$ cat src/rtl/gray_fifo_ctrl.sv
// Single-clock FIFO controller driving an external 1-cycle-latency SDP RAM via Gray pointers,
// with a 2-entry first-word-fall-through output skid buffer and occupancy flags.
module gray_fifo_ctrl #(
  parameter int DATA_WIDTH   = 8,
  parameter int ADDR_WIDTH   = 4,
  parameter int AFULL_THRESH = 12
) (
  input  logic                  clk,
  input  logic                  resetn,
  input  logic                  flush,
  input  logic                  wr_valid,
  output logic                  wr_ready,
  input  logic [DATA_WIDTH-1:0] wr_data,
  output logic                  rd_valid,
  input  logic                  rd_ready,
  output logic [DATA_WIDTH-1:0] rd_data,
  output logic                  mem_we,
  output logic [ADDR_WIDTH-1:0] mem_waddr,
  output logic [DATA_WIDTH-1:0] mem_wdata,
  output logic                  mem_re,
  output logic [ADDR_WIDTH-1:0] mem_raddr,
  input  logic [DATA_WIDTH-1:0] mem_rdata,
  output logic [ADDR_WIDTH:0]   wr_ptr_gray,
  output logic [ADDR_WIDTH:0]   rd_ptr_gray,
  output logic [ADDR_WIDTH+1:0] level,
  output logic                  full,
  output logic                  empty,
  output logic                  almost_full
);
  localparam int PW = ADDR_WIDTH + 1;
  localparam int LW = ADDR_WIDTH + 2;

  logic [PW-1:0]         wr_bin, rd_bin, wr_bin_nxt, rd_bin_nxt;
  logic                  pend;
  logic [1:0]            skid_cnt;
  logic                  skid_head;
  logic                  skid_tail;
  logic [DATA_WIDTH-1:0] skid_mem [2];
  logic                  ram_empty;
  logic                  wr_fire, rd_fire, rd_issue;
  logic [2:0]            skid_after;

  assign ram_empty = (wr_ptr_gray == rd_ptr_gray);
  assign full      = (wr_ptr_gray == {~rd_ptr_gray[PW-1:PW-2], rd_ptr_gray[PW-3:0]});
  assign wr_ready  = ~full;

  // Flush and reset both suppress RAM traffic in the cycle they are asserted.
  assign wr_fire   = wr_valid & ~full & ~flush & resetn;
  assign mem_we    = wr_fire;
  assign mem_waddr = wr_bin[ADDR_WIDTH-1:0];
  assign mem_wdata = wr_fire ? wr_data : '0;

  assign rd_valid  = (skid_cnt != 2'd0);
  assign rd_data   = skid_mem[skid_head];
  assign rd_fire   = rd_valid & rd_ready;

  // Skid occupancy once the outstanding read lands and this cycle's pop retires.
  assign skid_after = {1'b0, skid_cnt} + {2'b0, pend} - {2'b0, rd_fire};
  assign rd_issue   = ~ram_empty & ~flush & resetn & (skid_after < 3'd2);
  assign mem_re     = rd_issue;
  assign mem_raddr  = rd_bin[ADDR_WIDTH-1:0];

  assign wr_bin_nxt = wr_bin + PW'(1);
  assign rd_bin_nxt = rd_bin + PW'(1);
  // A push only ever finds at most one resident entry, so the tail is the slot after the head.
  assign skid_tail  = skid_head ^ skid_cnt[0];

  assign empty       = (level == '0);
  assign almost_full = (level >= LW'(AFULL_THRESH));

  always_ff @(posedge clk) begin
    if (!resetn || flush) begin
      wr_bin      <= '0;
      rd_bin      <= '0;
      wr_ptr_gray <= '0;
      rd_ptr_gray <= '0;
      pend        <= 1'b0;
      skid_cnt    <= 2'd0;
      skid_head   <= 1'b0;
      skid_mem[0] <= '0;
      skid_mem[1] <= '0;
      level       <= '0;
    end else begin
      if (wr_fire) begin
        wr_bin      <= wr_bin_nxt;
        wr_ptr_gray <= wr_bin_nxt ^ (wr_bin_nxt >> 1);
      end
      if (rd_issue) begin
        rd_bin      <= rd_bin_nxt;
        rd_ptr_gray <= rd_bin_nxt ^ (rd_bin_nxt >> 1);
      end
      pend      <= rd_issue;
      skid_cnt  <= skid_after[1:0];
      skid_head <= skid_head ^ rd_fire;
      if (pend) skid_mem[skid_tail] <= mem_rdata;
      level <= level + LW'(wr_fire) - LW'(rd_fire);
    end
  end
endmodule

$ cat config.mk
export PLATFORM = sky130hd
export DESIGN_NAME = gray_fifo_ctrl
export DESIGN_NICKNAME = d
export VERILOG_FILES = /design/src/rtl/gray_fifo_ctrl.sv
export SDC_FILE = /design/constraint.sdc
export NUM_CORES = 1
export LEC_CHECK = 0
export ABC_AREA = 1
export CORE_ASPECT_RATIO = 0.6
export CORE_UTILIZATION = 54
export CTS_BUF_LIST = sky130_fd_sc_hd__clkbuf_2
export CTS_CLUSTER_SIZE = 10
export DETAILED_ROUTE_END_ITERATION = 16
export PLACE_DENSITY = 0.86
export SLEW_MARGIN = 20
export SYNTH_ARGS = -nofsm -noshare
export SYNTH_HDL_FRONTEND = slang
export SYNTH_SLANG_ARGS = --single-unit
export TNS_END_PERCENT = 50
$ cat constraint.sdc
create_clock -name clk -period 10.79 [get_ports clk]
set_clock_uncertainty 0.15 [all_clocks]
set_input_delay 3.237 -clock clk [delete_from_list [all_inputs] [get_ports clk]]
set_output_delay 3.237 -clock clk [all_outputs]
set_load 0.03 [all_outputs]
* Yosys cells after proc, flatten, opt, wreduce, memory -nomap -nowiden
Memory sizes are Yosys's and may differ from the RTL's. A register that Yosys moved wholly into a read port is not among the register bits. Index checks and enable logic that the tools add are counted. Widths: inputs -> output; s select.
Word-level totals: flip-flop bits (word level) 30, bits in writable memories 16, input bits 21, output and inout bits 47, word-level logic and storage cells 49, memories 1
Memory list:
- skid_mem | words 2, width 8, read ports 1, clocked after memory_dff 1, write ports 2, line 38 | logic [DATA_WIDTH-1:0] skid_mem [2];
Cells by class: $add $sub $neg 6, magnitude comparators 2, eq/ne operators 2, mux-type cells 10, bitwise operators 15, reductions and logical operators 5
Operators with widths (number):
- $mux 8 | 2
- $add 5x1->5 const B | 2
- $eq 5x5->1 | 2
- $xor 5x4->5 | 2
- $mux 1 | 8
- $reduce_or 8->1 | 1
- $and 1x1->1 | 7
- $add 6x1->6 | 1
- $ge 6x4->1 const B | 1
- $logic_not 6->1 | 1
- $sub 6x1->6 | 1
- $add 2x1->3 | 1
- $lt 3x2->1 const B | 1
- $not 1->1 | 3
- $sub 3x1->3 | 1
- $not 2->2 | 1
- $reduce_bool 2->1 | 1
- $xor 1x1->1 | 2
- $logic_not 1->1 | 1
- $logic_or 1x1->1 | 1

* Depth between registers and ports, before layout
Gate-level depths: netlist of run 1.
depth after elaboration 8, depth in mapped cells 14, depth with buffers taken out 14

* Least setup slack after synthesis of run 1
Ideal clock, no wire load.
kind in2out, start in rd_ready, end out mem_re, arrival time 4.972 ns, required time 7.403 ns, slack 2.431 ns, stages on the path 9, path buffers 0, path through nand2_1 -> inv_1 -> ha_1 -> inv_1 -> ha_1 -> fa_1 -> nor3_4 -> nand2_4 -> inv_2
Between the ends: longest elaborated chain between the ends 4
Ends and longest elaborated chain:
- start: declaration | line 15 | input logic rd_ready,
- $and 1x1->1 | line 55 | assign rd_fire = rd_valid & rd_ready;
- $sub 3x1->3 | line 58 | assign skid_after = {1'b0, skid_cnt} + {2'b0, pend} - {2'b0, rd_fire};
- via skid_after[1] | line 41 | logic [2:0] skid_after;
- $lt 3x2->1 | line 59 | assign rd_issue = ~ram_empty & ~flush & resetn & (skid_after < 3'd2);
- $and 1x1->1 | line 59
- end: declaration | line 20 | output logic mem_re,
The timed path passes the listed nets, and every way through them passes these cells.

* Final worst setup path of run 1
Same ends and word-level chain as after synthesis.

==> results_dict.tcl, run 1 <==
set metrics [dict create \
    status "complete, no violations" \
    finalNonFillerCells 480 \
    power_leakage_uw 0.00146 \
    min_to "wr_ptr_gray[1]" \
    wire_per_inst_um 12.7 \
    antenna_found_initial 0 \
    critPathLaunchType "primary input" \
    routed_wl_mm 6.08 \
    post_cts_buffers 0 \
    n_antenna_cell 0 \
    period_share 0.887 \
    hp-start "wr_ptr_gray[1]" \
    dpl-instance-area_um2 3280 \
    coreArea_um2 4320 \
    std_cell_rows 18 \
    p_total_uw 311 \
    peakVddDrop_v 0.0000619 \
    grt_start_max_net_pins 23 \
    fin_area_um2 3350 \
    synth.avg_cell_area_um2 7.30 \
    post-dp-hpwl_mm 4.67 \
    synth-warning-count 0 \
    end_kind "output port" \
    layout_commonest_cell "nand2_1" \
    synth_area_um2 2560 \
    io_pins 68 \
    timing.max_slew.rel_slack 0.692 \
    cts.sinks 44 \
    drc 0 \
    grt_use_total 0.255 \
    r2r_cells 13 \
    async_flop_share 0 \
    yosys_register_bits 44 \
    setup_violations 0 \
    hp-class "flop to flop" \
    gp_congestion 0.839 \
    io_buffers 67 \
    layout_common_cells "nand2_1 (99), clkdlybuf4s50_1 (67), inv_1 (59)" \
    ys_seq_area_frac 0.406 \
    r2r_start "skid_cnt[1]" \
    cp.arrival_ns 6.18 \
    root_buffer "clkbuf_2" \
    grt_first_pass_wirelength_mm 10.2 \
    cts_htree_levels 2 \
    ctsHoldBuffers 0 \
    dieHeight_um 55.4 \
    hold_viol 0 \
    syn_nets 388 \
    yosysUniqueCellTypes 28 \
    critPathMaxFanout 10 \
    drv_cap 0 \
    worstPathRequired_ns 7.40 \
    drive_gt1_frac 0.0524 \
    grt_pass1_vias 2207 \
    start_util 0.593 \
    final_core_util 0.774 \
    post_drt_via_cell_ratio 5.12 \
    cts_tree "built" \
    path_clk_slew_ns 0.22 \
    fp.dieW_um 91.0 \
    cts-buffers-inserted 5 \
    synth-edff-count 16 \
    tns_ns 0 \
    final_nets 456 \
    die_area_um2 5040 \
    overflow 0 \
    clockBufferDepth 2 \
    drt-initial-drc-count 221 \
    r2r_end "rd_ptr_gray[4]" \
    cts_resized 0 \
    rsz0062_at_grt "false" \
    dp_cells 472 \
    fmax_ghz 0.105 \
    ys.flop_type "dfxtp_1" \
    drt_first_pass_iters 5 \
    num_vias 2456 \
    worstMarginPinSlew_ns 0.461 \
    min_period_ns 9.57 \
    syn_to_final_growth_pct 30.6 \
    drv_slew 0 \
    p_per_area_nw_per_um2 93.0 \
    antenna_left 0 \
    clock_latency_ns 0.42 \
    rrSetupSlack_ns 7.96 \
    hold_depth 2 \
    netlist_instances 351 \
    critPathKind "primary input to output port" \
]
==> report_power, final <==
part | internal, uW | switching, uW
combinational | 16.4 | 20.9
clock | 39.9 | 57.8
sequential | 175 | 1.39
total | 231 | 80.1
==> state kept, by name, indices dropped and copies added, names as in the netlist <==
register	flops
skid_mem	16
level	6
rd_ptr_gray	5
wr_ptr_gray	5
rd_bin	4
wr_bin	4
skid_cnt	2
pend	1
skid_head	1
==> kinds of logic (layout without fill, tap and decap cells) <==
kind of cell,Yosys count,in the layout,synth area share
XOR/XNOR,7,7,0.0239
AO/OA/AOI/OAI,28,28,0.0649
buffers and inverters,68,137,0.104
flip-flops,44,44,0.406
AND/OR/NAND/NOR,188,188,0.317
adder cells (fa/ha/maj),16,16,0.0839
==> worst max-delay path by stage <==
stage / from / to / slack, ns / depth (start not counted)
detailed placement: rd_ready / mem_re / 1.24 / 11
finish: rd_ready / mem_re / 1.22 / 11
global route: rd_ready / mem_re / 1.07 / 12
global placement: rd_ready / mem_re / 1.34 / 11
floorplan: rd_ready / mem_re / 2.43 / 9
CTS: rd_ready / mem_re / 1.23 / 11
==> layout make-up <==
cell class                      instances  area, um2
Multi-Input combinational cell        239       1260
Fill cell                             348        977
Clock buffer                            5       25.0
Inverter                               62        233
Clock inverter                          3       46.3
Timing Repair Buffer                   67        671
Sequential cell                        44       1040
Tap cell                               60       75.1
==> metrics by stage <==
step	setup WS [ns]	hold WS, ns
after floorplan	2.43	0.441
after global placement	1.34	0.343
after detailed placement	1.24	0.352
after CTS	1.23	0.378
after global routing	1.07	0.403
final	1.22	0.378
==> cells in the mapped netlist (2+ instances only) <==
cell type   n  share of area
a21oi_2     2         0.0068
o21ai_0     5         0.0098
edfxtp_1   16           0.19
nand4_1     5          0.012
a21oi_1    18          0.035
inv_2       2         0.0029
buf_2       3         0.0059
nand3_1    25          0.049
dfxtp_1    28           0.22
nand3b_1    4          0.012
nor3_1      2         0.0039
fa_1        2          0.016
inv_1      59          0.086
clkbuf_1    2         0.0029
ha_1       14          0.068
nand2_2     5          0.012
xnor2_1     7          0.024
nand2_1    99           0.14
nor2_1     44          0.064
==> critical path, stage by stage <==
cell             delay (ns)
clkdlybuf4s50_1        0.41
nand2_1                0.11
inv_1                  0.07
ha_1                   0.27
inv_1                  0.04
ha_1                   0.18
fa_1                   0.51
nor3_4                 0.43
nand2_4                0.16
inv_2                  0.10
clkdlybuf4s50_1        0.67
==> metal layers <==
layer  track usage  part of all wire  vias to the layer above
li1              -                 -                     1235
met4        0.0907             0.013                        0
met2         0.368              0.42                      115
met1         0.372              0.48                     1098
met5             0                 0                        -
met3        0.0579             0.090                        8
Power figures use the tool's default switching activity.
==> run 2, diff against run 1 <==
CORE_MARGIN = 4   (was unset)
SLEW_MARGIN = 10   (was 20)
TNS_END_PERCENT = 5   (was 50)
==> run 2 against run 1 <==
Against the previous run:
- wire length grew 2.3%
- sequential share of layout area is essentially flat
- worst setup slack lost 0.050 ns
- hold slack lost 0.0075 ns
- largest cell class unchanged
- largest power group unchanged
- cell area grew 0.11%
- die area grew 18%
- utilization shrank 4.4 points
- first-iteration DRC count shrank 24%
- combinational power is essentially flat
- sequential power is essentially flat
==> results_dict.tcl, run 2 (synthesized netlist as in run 1, its figures left out) <==
set metrics [dict create \
    status "complete, no violations" \
    antenna_left 0 \
    p_total_uw 313 \
    setup_violations 0 \
    cp_slowest_cell "clkdlybuf4s50_1" \
    layout_common_cells "nand2_1 (99), clkdlybuf4s50_1 (67), inv_1 (59)" \
    largest_reg_flops 16 \
    root_buffer "clkbuf_2" \
    n_antenna_cell 0 \
    end_kind "output port" \
    coreArea_um2 4590 \
    path_clk_slew_ns 0.23 \
    drv_cap 0 \
    routed_wl_mm 6.22 \
    finalNonFillerCells 483 \
    antenna_found_initial 0 \
    io_pins 68 \
    layout_commonest_cell "nand2_1" \
    fmax_ghz 0.104 \
    timing.max_slew.rel_slack 0.698 \
    worstPathCellList "clkdlybuf4s50_1 -> nand2_1 -> inv_1 -> ha_1 -> inv_1 -> ha_1 -> fa_1 -> nor3_4 -> nand2_4 -> inv_2 -> clkdlybuf4s50_1" \
    final_nets 456 \
    cts_resized 0 \
    dp_cells 475 \
    num_vias 2433 \
    multi_input_area_um2 1260 \
    fp.dieW_um 97.0 \
    p_per_area_nw_per_um2 93.3 \
    tns_ns 0 \
    hp-class "flop to flop" \
    power_leakage_uw 0.00146 \
    min_period_ns 9.62 \
    worstMarginPinSlew_ns 0.452 \
    r2r_cells 13 \
    cts_htree_levels 2 \
    period_share 0.891 \
    drc 0 \
    dieHeight_um 61.4 \
    start_util 0.559 \
    syn_to_final_growth_pct 30.7 \
    drv_slew 0 \
    ctsHoldBuffers 0 \
    drt_first_pass_iters 5 \
    post-dp-hpwl_mm 4.83 \
    post_cts_buffers 0 \
    overflow 0 \
    rrSetupSlack_ns 7.97 \
    critPathLaunchType "primary input" \
    hp-start "wr_ptr_gray[1]" \
    drive_gt1_frac 0.0524 \
    clock_latency_ns 0.43 \
    r2r_start "skid_cnt[1]" \
    std_cell_rows 19 \
    clockBufferDepth 2 \
    highest_layer "met4" \
    critPathKind "primary input to output port" \
    r2r_end "rd_ptr_gray[4]" \
    fillers 358 \
    regArea_um2 1040 \
    grt_first_pass_wirelength_mm 10.1 \
    setup_ws_ns 1.17 \
    worstPathRequired_ns 7.40 \
    dpl_worst_slack_ns 1.19 \
    die_area_um2 5950 \
    peakVddDrop_v 0.0000719 \
    final_core_util 0.730 \
    wl_met1_mm 2.82 \
    largest_register "skid_mem" \
    cts_tree "built" \
    hold_depth 2 \
    critPathMaxFanout 10 \
    rsz0062_at_grt "false" \
    io_buffers 67 \
    critical-path-max-stage-delay_ns 0.68 \
    grt_pass1_vias 2164 \
    reg_top3 "skid_mem (16), level (6)" \
    gp_congestion 0.838 \
    hold_viol 0 \
    drt-initial-drc-count 169 \
    grt_use_total 0.213 \
    min_to "wr_ptr_gray[1]" \
    wire_per_inst_um 12.9 \
    cp.arrival_ns 6.23 \
    cts.sinks 44 \
    wl_met2_mm 2.89 \
    routed-wl-met3_um 442 \
    grt_start_max_net_pins 23 \
    cts-buffers-inserted 5 \
    post_drt_via_cell_ratio 5.04 \
]
[run 2: cell counts in the layout (fill, tap and decap cells not counted)]
Identical to the previous run, type by type.
[run 2: worst max-delay path by stage]
stage | start | slack [ns] | to | cells after the start
detailed placement | rd_ready | 1.19 | mem_re | 11
floorplan | rd_ready | 2.43 | mem_re | 9
global route | rd_ready | 1.03 | mem_re | 11
global placement | rd_ready | 1.32 | mem_re | 11
finish | rd_ready | 1.17 | mem_re | 11
CTS | rd_ready | 1.18 | mem_re | 11
[run 2: final cells by class]
class	count	share of cell area
flip-flops and latches	44	0.311
clock inverters	3	0.0138
multi-input cells	239	0.375
well taps	63	0.0235
repair buffers	67	0.200
clock buffers	5	0.00747
inverters	62	0.0695
[run 2: where the power goes]
part | switching [uW] | internal, uW
Sequential | 1.45 | 175
Combinational | 20.6 | 16.3
Clock | 59.2 | 39.9
[run 2: routing by layer]
metal / global-route usage / vias to the layer above
li1: - / 1231
met1: 0.289 / 1094
met2: 0.352 / 98
met3: 0.0441 / 10
met4: 0.0660 / 0
met5: 0 / -
[run 2: critical path: cells and delay by family]
family        cells  cell delay [ns]
buf+inv           5             1.29
fa+ha+maj         3             0.97
simple gates      3             0.72
[run 2: stage by stage]
step / instance area, um2 / hold slack (ns)
2_1_floorplan: 2560 / 0.441
3_3_place_gp: 3280 / 0.338
3_5_place_dp: 3280 / 0.343
4_1_cts: 3350 / 0.369
5_1_grt: 3350 / 0.398
6_report: 3350 / 0.371
